<file path="src/rtl/sa_audio_pkg.sv">
// Shared definitions for the sound-generator serial audio path:
// receiver states, default word width and word-clock channel encoding.
package sa_audio_pkg;

  typedef enum logic [1:0] {
    ALIGN = 2'd0,
    LEFT  = 2'd1,
    RIGHT = 2'd2
  } rx_state_t;

  // Bits per channel word, shared with the gate-array transmitter model.
  localparam int DEFAULT_WORD_BITS = 16;

  // Word-clock level that marks the left channel.
  localparam logic LRCK_LEFT = 1'b0;

endpackage

</file>
<file path="src/rtl/sa_sync_edge.sv">
// Multi-flop synchronizer for one asynchronous input, with rise/fall strobes
// derived from one extra flop after the synchronized level.
module sa_sync_edge #(
  parameter int SYNC_STAGES = 2
) (
  input  logic clk,
  input  logic rst,
  input  logic din,
  output logic level,
  output logic rise,
  output logic fall
);

  logic [SYNC_STAGES-1:0] chain_q;
  logic                   prev_q;

  // NOTE: state registers use non-blocking assignments so every flop samples
  // the pre-edge value of its neighbour; blocking here would collapse the chain.
  always_ff @(posedge clk) begin
    if (rst) begin
      chain_q <= '0;
      prev_q  <= 1'b0;
    end else begin
      chain_q <= {chain_q[SYNC_STAGES-2:0], din};
      prev_q  <= chain_q[SYNC_STAGES-1];
    end
  end

  assign level = chain_q[SYNC_STAGES-1];
  assign rise  = level & ~prev_q;
  assign fall  = ~level & prev_q;

endmodule

</file>
<file path="src/rtl/sa_audio_serial_rx.sv">
// Oversampling receiver for the gate-array serial stereo stream: rebuilds
// left/right words and presents each stereo frame on a valid/ready port.
module sa_audio_serial_rx
  import sa_audio_pkg::*;
#(
  parameter int WORD_BITS   = DEFAULT_WORD_BITS,
  parameter int SYNC_STAGES = 2
) (
  input  logic                 clk,
  input  logic                 rst,
  input  logic                 ser_clk,
  input  logic                 ser_lrck,
  input  logic                 ser_data,
  output logic [WORD_BITS-1:0] out_left,
  output logic [WORD_BITS-1:0] out_right,
  output logic                 out_valid,
  input  logic                 out_ready,
  input  logic                 err_clr,
  output logic                 short_err,
  output logic                 overrun_err
);

  localparam int CW = $clog2(WORD_BITS + 1);
  localparam logic [CW-1:0] FULL_COUNT = CW'(WORD_BITS);

  logic bit_strobe, lrck_rise, lrck_fall, data_sync;
  logic clk_level_unused, clk_fall_unused, lrck_level_unused;
  logic data_rise_unused, data_fall_unused;

  sa_sync_edge #(.SYNC_STAGES(SYNC_STAGES)) u_clk_sync (
    .clk(clk), .rst(rst), .din(ser_clk),
    .level(clk_level_unused), .rise(bit_strobe), .fall(clk_fall_unused)
  );

  sa_sync_edge #(.SYNC_STAGES(SYNC_STAGES)) u_lrck_sync (
    .clk(clk), .rst(rst), .din(ser_lrck),
    .level(lrck_level_unused), .rise(lrck_rise), .fall(lrck_fall)
  );

  sa_sync_edge #(.SYNC_STAGES(SYNC_STAGES)) u_data_sync (
    .clk(clk), .rst(rst), .din(ser_data),
    .level(data_sync), .rise(data_rise_unused), .fall(data_fall_unused)
  );

  logic left_start, right_start;
  assign left_start  = (LRCK_LEFT == 1'b0) ? lrck_fall : lrck_rise;
  assign right_start = (LRCK_LEFT == 1'b0) ? lrck_rise : lrck_fall;

  rx_state_t             state_q, state_d;
  logic [WORD_BITS-1:0]  shift_q, shift_d;
  logic [CW-1:0]         count_q, count_d;
  logic [WORD_BITS-1:0]  left_hold_q, left_hold_d;
  logic [WORD_BITS-1:0]  justified;
  logic [CW-1:0]         pad_bits;
  logic                  new_word, word_close, frame_done;

  // A short word keeps its received bits in the MSBs; count 0 shifts out to 0.
  assign pad_bits  = FULL_COUNT - count_q;
  assign justified = shift_q << pad_bits;

  // NOTE: every combinational output gets a default first, so no path leaves
  // a signal unassigned and no latch is inferred.
  always_comb begin
    state_d     = state_q;
    shift_d     = shift_q;
    count_d     = count_q;
    left_hold_d = left_hold_q;
    new_word    = 1'b0;
    word_close  = 1'b0;
    frame_done  = 1'b0;

    case (state_q)
      ALIGN: begin
        if (left_start) begin
          state_d  = LEFT;
          new_word = 1'b1;
        end
      end
      LEFT: begin
        if (right_start) begin
          left_hold_d = justified;
          word_close  = 1'b1;
          new_word    = 1'b1;
          state_d     = RIGHT;
        end
      end
      RIGHT: begin
        if (left_start) begin
          word_close = 1'b1;
          frame_done = 1'b1;
          new_word   = 1'b1;
          state_d    = LEFT;
        end
      end
      default: state_d = ALIGN;
    endcase

    if (new_word) begin
      shift_d = '0;
      count_d = '0;
    end

    // Word-clock edge is handled above, so a coincident bit opens the new word.
    if (state_d != ALIGN && bit_strobe && count_d < FULL_COUNT) begin
      shift_d = {shift_d[WORD_BITS-2:0], data_sync};
      count_d = count_d + CW'(1);
    end
  end

  logic short_set, overrun_set, out_accept;
  assign short_set   = word_close && (count_q < FULL_COUNT);
  assign out_accept  = !out_valid || out_ready;
  assign overrun_set = frame_done && !out_accept;

  always_ff @(posedge clk) begin
    if (rst) begin
      state_q     <= ALIGN;
      shift_q     <= '0;
      count_q     <= '0;
      left_hold_q <= '0;
      out_left    <= '0;
      out_right   <= '0;
      out_valid   <= 1'b0;
      short_err   <= 1'b0;
      overrun_err <= 1'b0;
    end else begin
      state_q     <= state_d;
      shift_q     <= shift_d;
      count_q     <= count_d;
      left_hold_q <= left_hold_d;

      if (frame_done && out_accept) begin
        out_left  <= left_hold_q;
        out_right <= justified;
        out_valid <= 1'b1;
      end else if (out_valid && out_ready) begin
        out_valid <= 1'b0;
      end

      short_err   <= short_set   | (short_err   & ~err_clr);
      overrun_err <= overrun_set | (overrun_err & ~err_clr);
    end
  end

endmodule
</file>
<file path="config.mk">
export PLATFORM = sky130hd
export DESIGN_NAME = sa_audio_serial_rx
export DESIGN_NICKNAME = d
export VERILOG_FILES = /design/src/rtl/sa_audio_pkg.sv /design/src/rtl/sa_sync_edge.sv /design/src/rtl/sa_audio_serial_rx.sv
export SDC_FILE = /design/constraint.sdc
export NUM_CORES = 1
export LEC_CHECK = 0
export ABC_AREA = 1
export BUFFER_PORTS_ARGS = -buffer_cell sky130_fd_sc_hd__buf_2
export CAP_MARGIN = 5
export CELL_PAD_IN_SITES_DETAIL_PLACEMENT = 0
export CELL_PAD_IN_SITES_GLOBAL_PLACEMENT = 1
export CORE_AREA = 2 2 100 102
export CTS_CLUSTER_DIAMETER = 30
export DETAILED_ROUTE_END_ITERATION = 10
export DIE_AREA = 0 0 102 104
export GPL_TIMING_DRIVEN = 0
export PLACE_DENSITY = 0.89
export SLEW_MARGIN = 10
export SYNTH_ARGS = -nofsm -noshare
export SYNTH_HDL_FRONTEND = slang
export SYNTH_SLANG_ARGS = --single-unit
export TNS_END_PERCENT = 1
</file>
<file path="constraint.sdc">
create_clock -name clk -period 2 [get_ports clk]
set_input_delay 0.1 -clock clk [delete_from_list [all_inputs] [get_ports clk]]
set_output_delay 0.1 -clock clk [all_outputs]
set_load 0.005 [all_outputs]
</file>
After elaboration in Yosys (flattened, before gate mapping)
Index checks and enable logic that the tools add are counted.
{"block": "classes", "add_sub_neg": 2, "magnitude_cmp": 2, "eq_ne": 2, "shifts": 1, "muxes": 14, "n_bitwise": 11, "reduce_logical": 15}
{"op": "two-way mux 16 bit", "count": 2}
{"op": "<< shifter 16 x 5 -> 16 bit", "count": 1}
{"op": "< comparator 5 bit (second input constant)", "count": 2}
{"op": "two-way mux 5 bit", "count": 2}
{"op": "logical AND 1 bit", "count": 6}
{"op": "nonzero test 2 bit", "count": 3}
{"op": "adder 5 x 1 -> 5 bit (second input constant)", "count": 1}
{"op": "AND 1 bit", "count": 5}
{"op": "two-way mux 1 bit", "count": 5}
{"op": "subtractor 5 bit (first input constant)", "count": 1}
{"op": "two-way mux 2 bit", "count": 2}
{"op": "NOT 1 bit", "count": 4}
{"op": "one-hot mux 1 bit (2 select lines)", "count": 2}
{"op": "one-hot mux 2 bit (2 select lines)", "count": 1}
{"op": "equality test 2 x 1 -> 1 bit (second input constant)", "count": 1}
{"op": "equality test 2 bit (second input constant)", "count": 1}
{"op": "zero test 1 bit", "count": 2}
{"op": "zero test 2 bit", "count": 1}
{"op": "bitwise OR 1 bit", "count": 2}
{"op": "AND reduction 2 bit", "count": 1}
{"op": "OR reduction 2 bit", "count": 1}
{"op": "logical OR 1 bit", "count": 1}
{"block": "totals", "register_bits": 82, "in_bits": 7, "output_inout_bits": 35, "wordCells": 62}

Depth between registers and ports, before layout
Gate-level depths: netlist of the first run.
{"block": "logic_depth", "depth_word": 8, "mapped_depth": 15, "mapped_depth_nobuf": 14}

Hierarchy
From an unflattened synthesis of the first run, not the netlist that was laid out.
{"block": "unflattened", "cells_unflattened": 585, "hier_area_um2": 4005.1}
{"mod": "sa_audio_serial_rx", "instances": 1, "cells_per_inst": 549, "area_each_um2": 3723.6}
{"mod": "sa_sync_edge", "instances": 3, "cells_per_inst": 12, "area_each_um2": 93.8}

Worst setup path after synthesis of the first run
OpenSTA, ideal clock, no wires.
{"block": "synth_timing", "path_type": "register -> register", "startpoint": "register state_q[0]", "endpoint": "register count_q[4]", "setup_ns": 0.056, "arrival_time_ns": 1.780, "required_ns": 1.944, "slack_ns": 0.164, "path_stages_with_launch": 16, "n_path_buf": 1, "period_less_slack_ns": 1.836, "path_cell_list": "dfxtp_1 inv_1 ha_1 inv_1 nand2_1 nand2_1 nand2_1 nand2_2 inv_1 buf_2 nor2_1 ha_1 nand4_1 o21ai_1 nand2_1 inv_1"}
{"block": "synth_between", "elab_chain_len": 7}
{"element": "start: declaration", "line_no": "sa_audio_serial_rx.sv:49", "rtl": "rx_state_t state_q, state_d;"}
{"element": "start signal: assignment", "line_no": "sa_audio_serial_rx.sv:127", "rtl": "state_q <= state_d;"}
{"element": "equality test 2 bit / zero test 2 bit (equally long branches)", "line_no": "sa_audio_serial_rx.sv:72", "rtl": "case (state_q)"}
{"element": "OR reduction 2 bit (no source line)"}
{"element": "one-hot mux 1 bit (2 select lines) / one-hot mux 2 bit (2 select lines) (equally long branches)", "line_no": "sa_audio_serial_rx.sv:72"}
{"element": "two-way mux 5 bit / nonzero test 2 bit (equally long branches)", "line_no": "sa_audio_serial_rx.sv:98, sa_audio_serial_rx.sv:104"}
{"element": "< comparator 5 bit / logical AND 1 bit (equally long branches)", "line_no": "sa_audio_serial_rx.sv:104", "rtl": "if (state_d != ALIGN && bit_strobe && count_d < FULL_COUNT) begin"}
{"element": "logical AND 1 bit", "line_no": "sa_audio_serial_rx.sv:104"}
{"element": "two-way mux 5 bit *", "line_no": "sa_audio_serial_rx.sv:104"}
{"element": "end signal: assignment", "line_no": "sa_audio_serial_rx.sv:129", "rtl": "count_q <= count_d;"}
{"element": "end: declaration", "line_no": "sa_audio_serial_rx.sv:51", "rtl": "logic [CW-1:0] count_q, count_d;"}
Mark *: on every way between the ends. The rest lies on a longest branch, timed or not.
A chain may end at the register's enable or synchronous reset.

Worst setup path after layout of the first run
{"block": "layout_timing", "startpoint": "register count_q[0]", "endpoint": "register left_hold_q[12]"}
{"block": "layout_between", "elab_chain_len": 2}
{"element": "subtractor 5 bit", "line_no": "sa_audio_serial_rx.sv:58", "rtl": "assign pad_bits = FULL_COUNT - count_q;"}
{"element": "<< shifter 16 x 5 -> 16 bit", "line_no": "sa_audio_serial_rx.sv:59", "rtl": "assign justified = shift_q << pad_bits;"}
{"element": "end signal: assignment", "line_no": "sa_audio_serial_rx.sv:130", "rtl": "left_hold_q <= left_hold_d;"}
{"element": "end: declaration", "line_no": "sa_audio_serial_rx.sv:52", "rtl": "logic [WORD_BITS-1:0] left_hold_q, left_hold_d;"}
No other way between the ends.

==> impl_metrics.yaml, run 1 <==
outcome:
  outcome: "complete, no violations"
die:
  chipHeight_um: 104
  initial_core_util_pct: 41.0
  core_area_sq_mm: 0.00955
  ios: 42
  dieWidth_um: 102
  num_rows: 36
  die_area_sq_mm: 0.0106
drt:
  ant_nets: 0
  drt-vias-per-instance: 4.83
  drt_iter0_markers: 194
  drc: 0
  drt_wl_total_um: 10000
  vias: 3743
  dr.pass1.iters: 7
  wl_per_cell_um: 12.9
run:
  drv_cap: 0
finish:
  syn2layout_area_growth_pct: 19.2
  layout-drive-gt1-share_pct: 18.5
  fin_util_pct: 48.9
  final_nets: 651
  layout_commonest_cell: "nand2_1"
  final_cell_mix: "nand2_1 (112), nor2_1 (103), dfxtp_1 (80)"
  diodes: 0
synthesis:
  synth_area_per_cell_sq_um: 6.79
  yosys_warnings: 0
  synth_edf_count: 0
  synthCells: 577
  seq_area_frac_synth_pct: 41.9
  ys_seq_elements: 82
  ys.flop_type: "dfxtp_1"
  syn-cell-area_sq_mm: 0.00392
  async_flop_share_pct: 0
  syn_nets: 591
  yosysUniqueCellTypes: 31
min_path:
  hold_path.class: "primary input to flop"
clocking:
  cts_buffer_depth: 2
  cts_tree: "built"
  cts-htree-levels: 3
  cts_made_buffers: 9
  clk_latency_ns: 0.36
  cts_root_buf: "clkbuf_8"
  clock_sinks: 82
  clk_pin_slew_ns: 0.09
critical_path:
  crit_path_frequent_cell: "nand2_1"
  worstSetupEndpointType: "flop"
  cpMaxStageDelayCell: "dfxtp_1"
  cp.arrival_ns: 2.20
  cpPeakStageDelay_ns: 0.31
  start_kind: "flop"
  worstPathMaxFanout: 8
  worstPathRequired_ns: 2.31
  path_cells: "buf_4 -> clkinv_4 -> ha_4 -> nand2_1 -> nor2_2 -> ha_4 -> a21oi_4 -> buf_6 -> nand2_1 -> nand3_1 -> nand2_1 -> inv_1"
  criticalPathCategory: "flop to flop"
timing:
  finalMaxSlewViolations: 0
  fin_crit_sh_pct: 94.5
  max_slew_margin_pct: 56.0
  period_minus_slack_ns: 1.89
  rsz0062_at_grt: "yes"
  setup_violations: 0
  max_freq_mhz: 529
  finClkSkew_ns: 0.0136
  worstMarginPinSlew_ns: 0.660
  finalHoldViolations: 0
grt:
  grt_pass1_wl_um: 16400
  grt_max_degree: 16
  track_usage_pct: 19.3
  grt-ovfl-total: 0
  grt_pass1_vias: 3445
  grt_antenna_before_repair: 0
placement:
  portBuffers: 41
  gp_congestion: 0.887
  dp_hpwl_um: 7230
power_and_ir_drop:
  power_density_mw_per_mm2: 660
  ir_drop_mv: 0.596
  leakage_nw: 2.13
  total_power_mw: 3.08
per-layer routing:
layer / vias to the layer above / GRT usage [%] / share of wire, %
li1: 1930 / - / -
met1: 1742 / 26.2 / 47
met2: 60 / 31.5 / 47
met3: 11 / 3.36 / 3.8
met4: 0 / 5.05 / 1.3
met5: - / 0 / 0
what timing repair did:
item                                   in CTS  in global routing
gates cloned                                0                  2
resized for setup                          13                 29
setup endpoints to repair                  10                 55
endpoints found under the hold margin       4                  0
pin swaps                                   2                  4
buffers inserted                            1                  1
hold buffers                                4                  0
state kept, by name, summed over array words and instances, names as in the netlist:
register and count:
left_hold_q 16, out_left 16, out_right 16, shift_q 16, count_q 5, state_q 2
u_clk_sync.chain_q 2, u_data_sync.chain_q 2, u_lrck_sync.chain_q 2, out_valid 1, overrun_err 1, short_err 1
u_clk_sync.prev_q 1, u_lrck_sync.prev_q 1
cell usage after synthesis, drive strengths merged, types with 2 or more instances:
master / count / area (sq um)
inv: 71 / 267
dfxtp: 82 / 1640
o21ai: 70 / 350
nor2: 110 / 425
xnor2: 2 / 25.0
o211ai: 4 / 30.0
nand2: 118 / 450
clkbuf: 9 / 33.8
buf: 23 / 160
ha: 7 / 87.6
nand4: 2 / 18.8
a21oi: 38 / 205
nand3: 36 / 185
cell type report:
type                    count  area, sq um
repair buffers             49          279
clock buffers               9          124
inverters                  71          272
flip-flops and latches     82         1640
well taps                 133          166
clock inverters             7         76.3
plain buffers              32          218
fillers                  1003         4880
multi-input cells         392         1890
critical path: cells and delay by family (launching register included):
kind	cells	cell delay, ns
adders and majority gates	2	0.40
AOI/OAI and AO/OA	1	0.26
DFF	1	0.31
buffers and inverters	4	0.44
and+or+nand+nor	5	0.43
worst paths after layout:
kind                          startpoint                      to  slack, ns  cells past startpoint
setup / recovery              count_q[0]         left_hold_q[12]       0.11                     12
hold / removal                 out_ready               out_valid        0.1                      3
setup reg to reg              count_q[0]         left_hold_q[12]       0.11                     12
hold reg to reg   u_lrck_sync.chain_q[0]  u_lrck_sync.chain_q[1]       0.41                      2
cell families after synthesis:
group	share of synthesized area, %
flip-flops	41.9
AO/OA/AOI/OAI	15.3
multiplexers	0.256
buffers and inverters	11.8
AND/OR/NAND/NOR	27.9
adder cells (fa/ha/maj)	2.24
XOR/XNOR	0.639
power breakdown:
group / internal, mW / leakage, nW / switching, mW
sequential: 1.65 / 0.663 / 0.00622
combinational: 0.0672 / 1.37 / 0.121
clock: 0.586 / 0.0962 / 0.655
total: 2.30 / 2.13 / 0.782
stage by stage:
| stage | area, sq um | setup slack [ns] | hold WS, ns | std cells | setup TNS [ns] |
|---|---|---|---|---|---|
| after floorplan | 3920 | 0.164 | 0.207 | 577 | 0 |
| after global placement | 4290 | -0.0654 | 0.313 | 751 | -0.162 |
| after detailed placement | 4290 | -0.143 | 0.313 | 751 | -0.409 |
| after CTS | 4570 | -0.00183 | 0.0734 | 772 | -0.00183 |
| after global routing | 4670 | -0.0683 | 0.0915 | 775 | -0.201 |
| final | 4670 | 0.111 | 0.0997 | 775 | 0 |
No activity file was read; power rests on OpenSTA's default activity.
==> run 2, diff against run 1 <==
--- a/config.mk
+++ b/config.mk
@@ -5,17 +5,16 @@
 export SDC_FILE = /design/constraint.sdc
 export NUM_CORES = 1
 export LEC_CHECK = 0
-export ABC_AREA = 1
 export BUFFER_PORTS_ARGS = -buffer_cell sky130_fd_sc_hd__buf_2
 export CAP_MARGIN = 5
 export CELL_PAD_IN_SITES_DETAIL_PLACEMENT = 0
 export CELL_PAD_IN_SITES_GLOBAL_PLACEMENT = 1
-export CORE_AREA = 2 2 100 102
+export CORE_AREA = 2 2 98 100
 export CTS_CLUSTER_DIAMETER = 30
 export DETAILED_ROUTE_END_ITERATION = 10
-export DIE_AREA = 0 0 102 104
+export DIE_AREA = 0 0 100 102
 export GPL_TIMING_DRIVEN = 0
-export PLACE_DENSITY = 0.89
+export PLACE_DENSITY = 0.88
 export SLEW_MARGIN = 10
 export SYNTH_ARGS = -nofsm -noshare
 export SYNTH_HDL_FRONTEND = slang
==> impl_metrics.yaml, run 2 <==
timing:
  max_slew_margin_pct: 53.4
  rsz0062_at_grt: "yes"
  finClkSkew_ns: 0.0120
  worstMarginPinSlew_ns: 0.699
  postLayoutSetupSlackWorst_ns: -0.214
  fin_crit_sh_pct: 111
  setup_violations: 29
  finalHoldViolations: 0
  finalMaxSlewViolations: 0
  max_freq_mhz: 452
  hold_ws_ns: 0.0631
  period_minus_slack_ns: 2.21
critical_path:
  path_buf_inv: 2
  reg2regPathDepth: 8
  worstPathMaxFanout: 7
  start_kind: "flop"
  r2r_slack_ns: -0.21
  cp.arrival_ns: 2.46
  r2r-end: "out_right[14]"
  crit_family: "multiplexers"
  criticalPathCategory: "flop to flop"
  cpPeakStageDelay_ns: 0.48
  path_cells: "inv_1 -> ha_4 -> clkbuf_16 -> mux2_4 -> mux4_2 -> nand2_2 -> o21ai_2 -> a22o_1"
  r2r_start: "count_q[1]"
  worstSetupEndpointType: "flop"
  worstPathRequired_ns: 2.25
  cpMaxStageDelayCell: "mux4_2"
clocking:
  cts_tree: "built"
  clk_pin_slew_ns: 0.08
  clk_latency_ns: 0.36
  cts_root_buf: "clkbuf_8"
  cts_buffer_depth: 2
  clock_sinks: 82
  cts-htree-levels: 3
  cts_made_buffers: 9
synthesis:
  synthCells: 441
  ys.flop_type: "dfxtp_1"
  synth_top_family_by_area: "simple AND/OR/NAND/NOR gates"
  muxShareOfSynthArea_pct: 15.0
  yosys.area.top_type_share_pct: 42.0
  syn-cell-area_sq_mm: 0.00391
  synth_area_leaders: "dfxtp_1 (42%), nand2_1 (9.4%), mux2i_1 (6.7%)"
  yosys_warnings: 0
  syn_nets: 455
  synthXorXnorAreaFrac_pct: 0.448
  ys_seq_elements: 82
  seq_area_frac_synth_pct: 42.0
  synth-adder-area-share_pct: 2.24
  yosysMostFrequentCell: "nand2_1"
  yosysUniqueCellTypes: 52
  synth_edf_count: 0
  synth_compound_area_share_pct: 14.5
  post-synth-top-area-cell: "dfxtp_1"
  synth-simple-area-share_pct: 20.8
  synth_common_cells: "nand2_1 (98), dfxtp_1 (82), a21oi_1 (36)"
  synth_area_per_cell_sq_um: 8.87
  async_flop_share_pct: 0
power_and_ir_drop:
  ir_drop_mv: 0.352
  power_density_mw_per_mm2: 595
  leakage_nw: 1.83
grt:
  grt_pass1_wl_um: 15700
  track_usage_pct: 19.4
  grt_antenna_before_repair: 0
  grt-ovfl-total: 0
  grt_max_degree: 16
  grt_pass1_vias: 3187
run:
  drv_cap: 0
die:
  initial_core_util_pct: 42.9
  chipHeight_um: 102
  num_rows: 35
  dieWidth_um: 100
  ios: 42
  die_area_sq_mm: 0.0102
  core_area_sq_mm: 0.00911
outcome:
  violations: "setup timing"
  outcome: "finished, violations left"
finish:
  fillers: 851
  fin_cells: 623
  layout-drive-gt1-share_pct: 29.7
  diodes: 0
  final_nets: 521
  final_cell_mix: "nand2_1 (97), dfxtp_1 (77), buf_2 (43)"
  syn2layout_area_growth_pct: 24.5
  layout_commonest_cell: "nand2_1"
drt:
  drc: 0
  drt-vias-per-instance: 5.40
  drt_iter0_markers: 203
  wl_per_cell_um: 15.2
  drt_wl_total_um: 9450
  ant_nets: 0
  dr.pass1.iters: 4
  vias: 3367
placement:
  dp_hpwl_um: 6910
  portBuffers: 40
  gp_congestion: 0.892
  dp.cells: 592
min_path:
  holdPathEnd: "overrun_err"
  hold_path_depth: 4
  hold_path.class: "primary input to flop"
  min_from: "err_clr"
-- run 2: cell count changes after synthesis, moves of 9 or more --
cell | before | now
nand2_1 | 115 | 98
nand3_1 | 35 | 4
o21ai_0 | 63 | 14
mux2_2 | 0 | 11
inv_1 | 66 | 8
nor3_1 | 1 | 13
nor2b_1 | 0 | 10
mux2i_1 | 1 | 26
a22oi_1 | 1 | 10
nor2_1 | 107 | 26
mux4_2 | 0 | 9
-- run 2: worst max-delay path by stage --
stage	start	to	slack, ns	depth (start not counted)
5_1_grt	count_q[0]	left_hold_q[10]	-0.32	10
2_1_floorplan	count_q[0]	out_right[14]	-0.15	9
3_5_place_dp	state_q[0]	shift_q[8]	-0.57	9
6_report	count_q[1]	out_right[14]	-0.21	8
4_1_cts	count_q[0]	out_right[14]	-0.19	9
3_3_place_gp	state_q[1]	shift_q[10]	-0.48	10
-- run 2: layout make-up --
class	count	area [sq um]	area share [%]
Multi-Input combinational cell	321	2290	47.1
Sequential cell	82	1650	34.0
Timing Repair Buffer	56	335	6.89
Buffer	28	228	4.68
Tap cell	111	139	2.85
Clock buffer	10	128	2.62
Clock inverter	6	50.0	1.03
Inverter	9	43.8	0.900
-- run 2: metal layers --
layer  part of all wire (%)  routed length, um  track usage, %
met1                     47               4440            24.9
met2                     49               4630            33.2
met3                    2.9                273            4.04
met4                    1.2                110            5.58
met5                      0                  0               0
-- run 2: timing repair --
| item | 4_1_cts | 5_1_grt |
|---|---|---|
| endpoints found under the setup margin | 54 | 69 |
| hold buffers | 3 | 0 |
| pin swaps | 7 | 3 |
| buffers inserted | 12 | 0 |
| resized for setup | 37 | 30 |
| hold endpoints to repair | 3 | 0 |
| gates cloned | 1 | 0 |
-- run 2: worst register-to-register path, cell delays in order (launching register included) --
cell       delay (ns)
dfxtp_2          0.40
inv_1            0.10
ha_4             0.33
clkbuf_16        0.16
mux2_4           0.31
mux4_2           0.48
nand2_2          0.09
o21ai_2          0.06
a22o_1           0.18
-- run 2: cell families (layout without fill, tap and decap cells) --
logic type | Yosys count | count (layout)
buf+inv | 38 | 109
fa+ha+maj | 7 | 7
flops | 82 | 82
xor+xnor | 2 | 2
simple gates | 180 | 180
compound gates | 86 | 86
mux | 46 | 46
-- run 2: where the power goes --
group          internal, mW  switching (mW)
clock                 0.464           0.635
combinational        0.0627          0.0922
sequential             1.64         0.00564
total                  2.16           0.733
-- run 2: through the flow --
stage / setup WS (ns) / power (mW) / utilization [%] / TNS, ns / instance area (sq um)
after global routing: -0.316 / 2.99 / 53.4 / -6.95 / 4870
after global placement: -0.484 / 1.80 / 47.3 / -16.85 / 4310
after detailed placement: -0.568 / 1.80 / 47.3 / -18.72 / 4310
after CTS: -0.191 / 2.91 / 52.3 / -5.47 / 4770
final: -0.214 / 2.90 / 53.4 / -2.98 / 4870
after floorplan: -0.149 / 1.77 / - / -2.96 / 3970
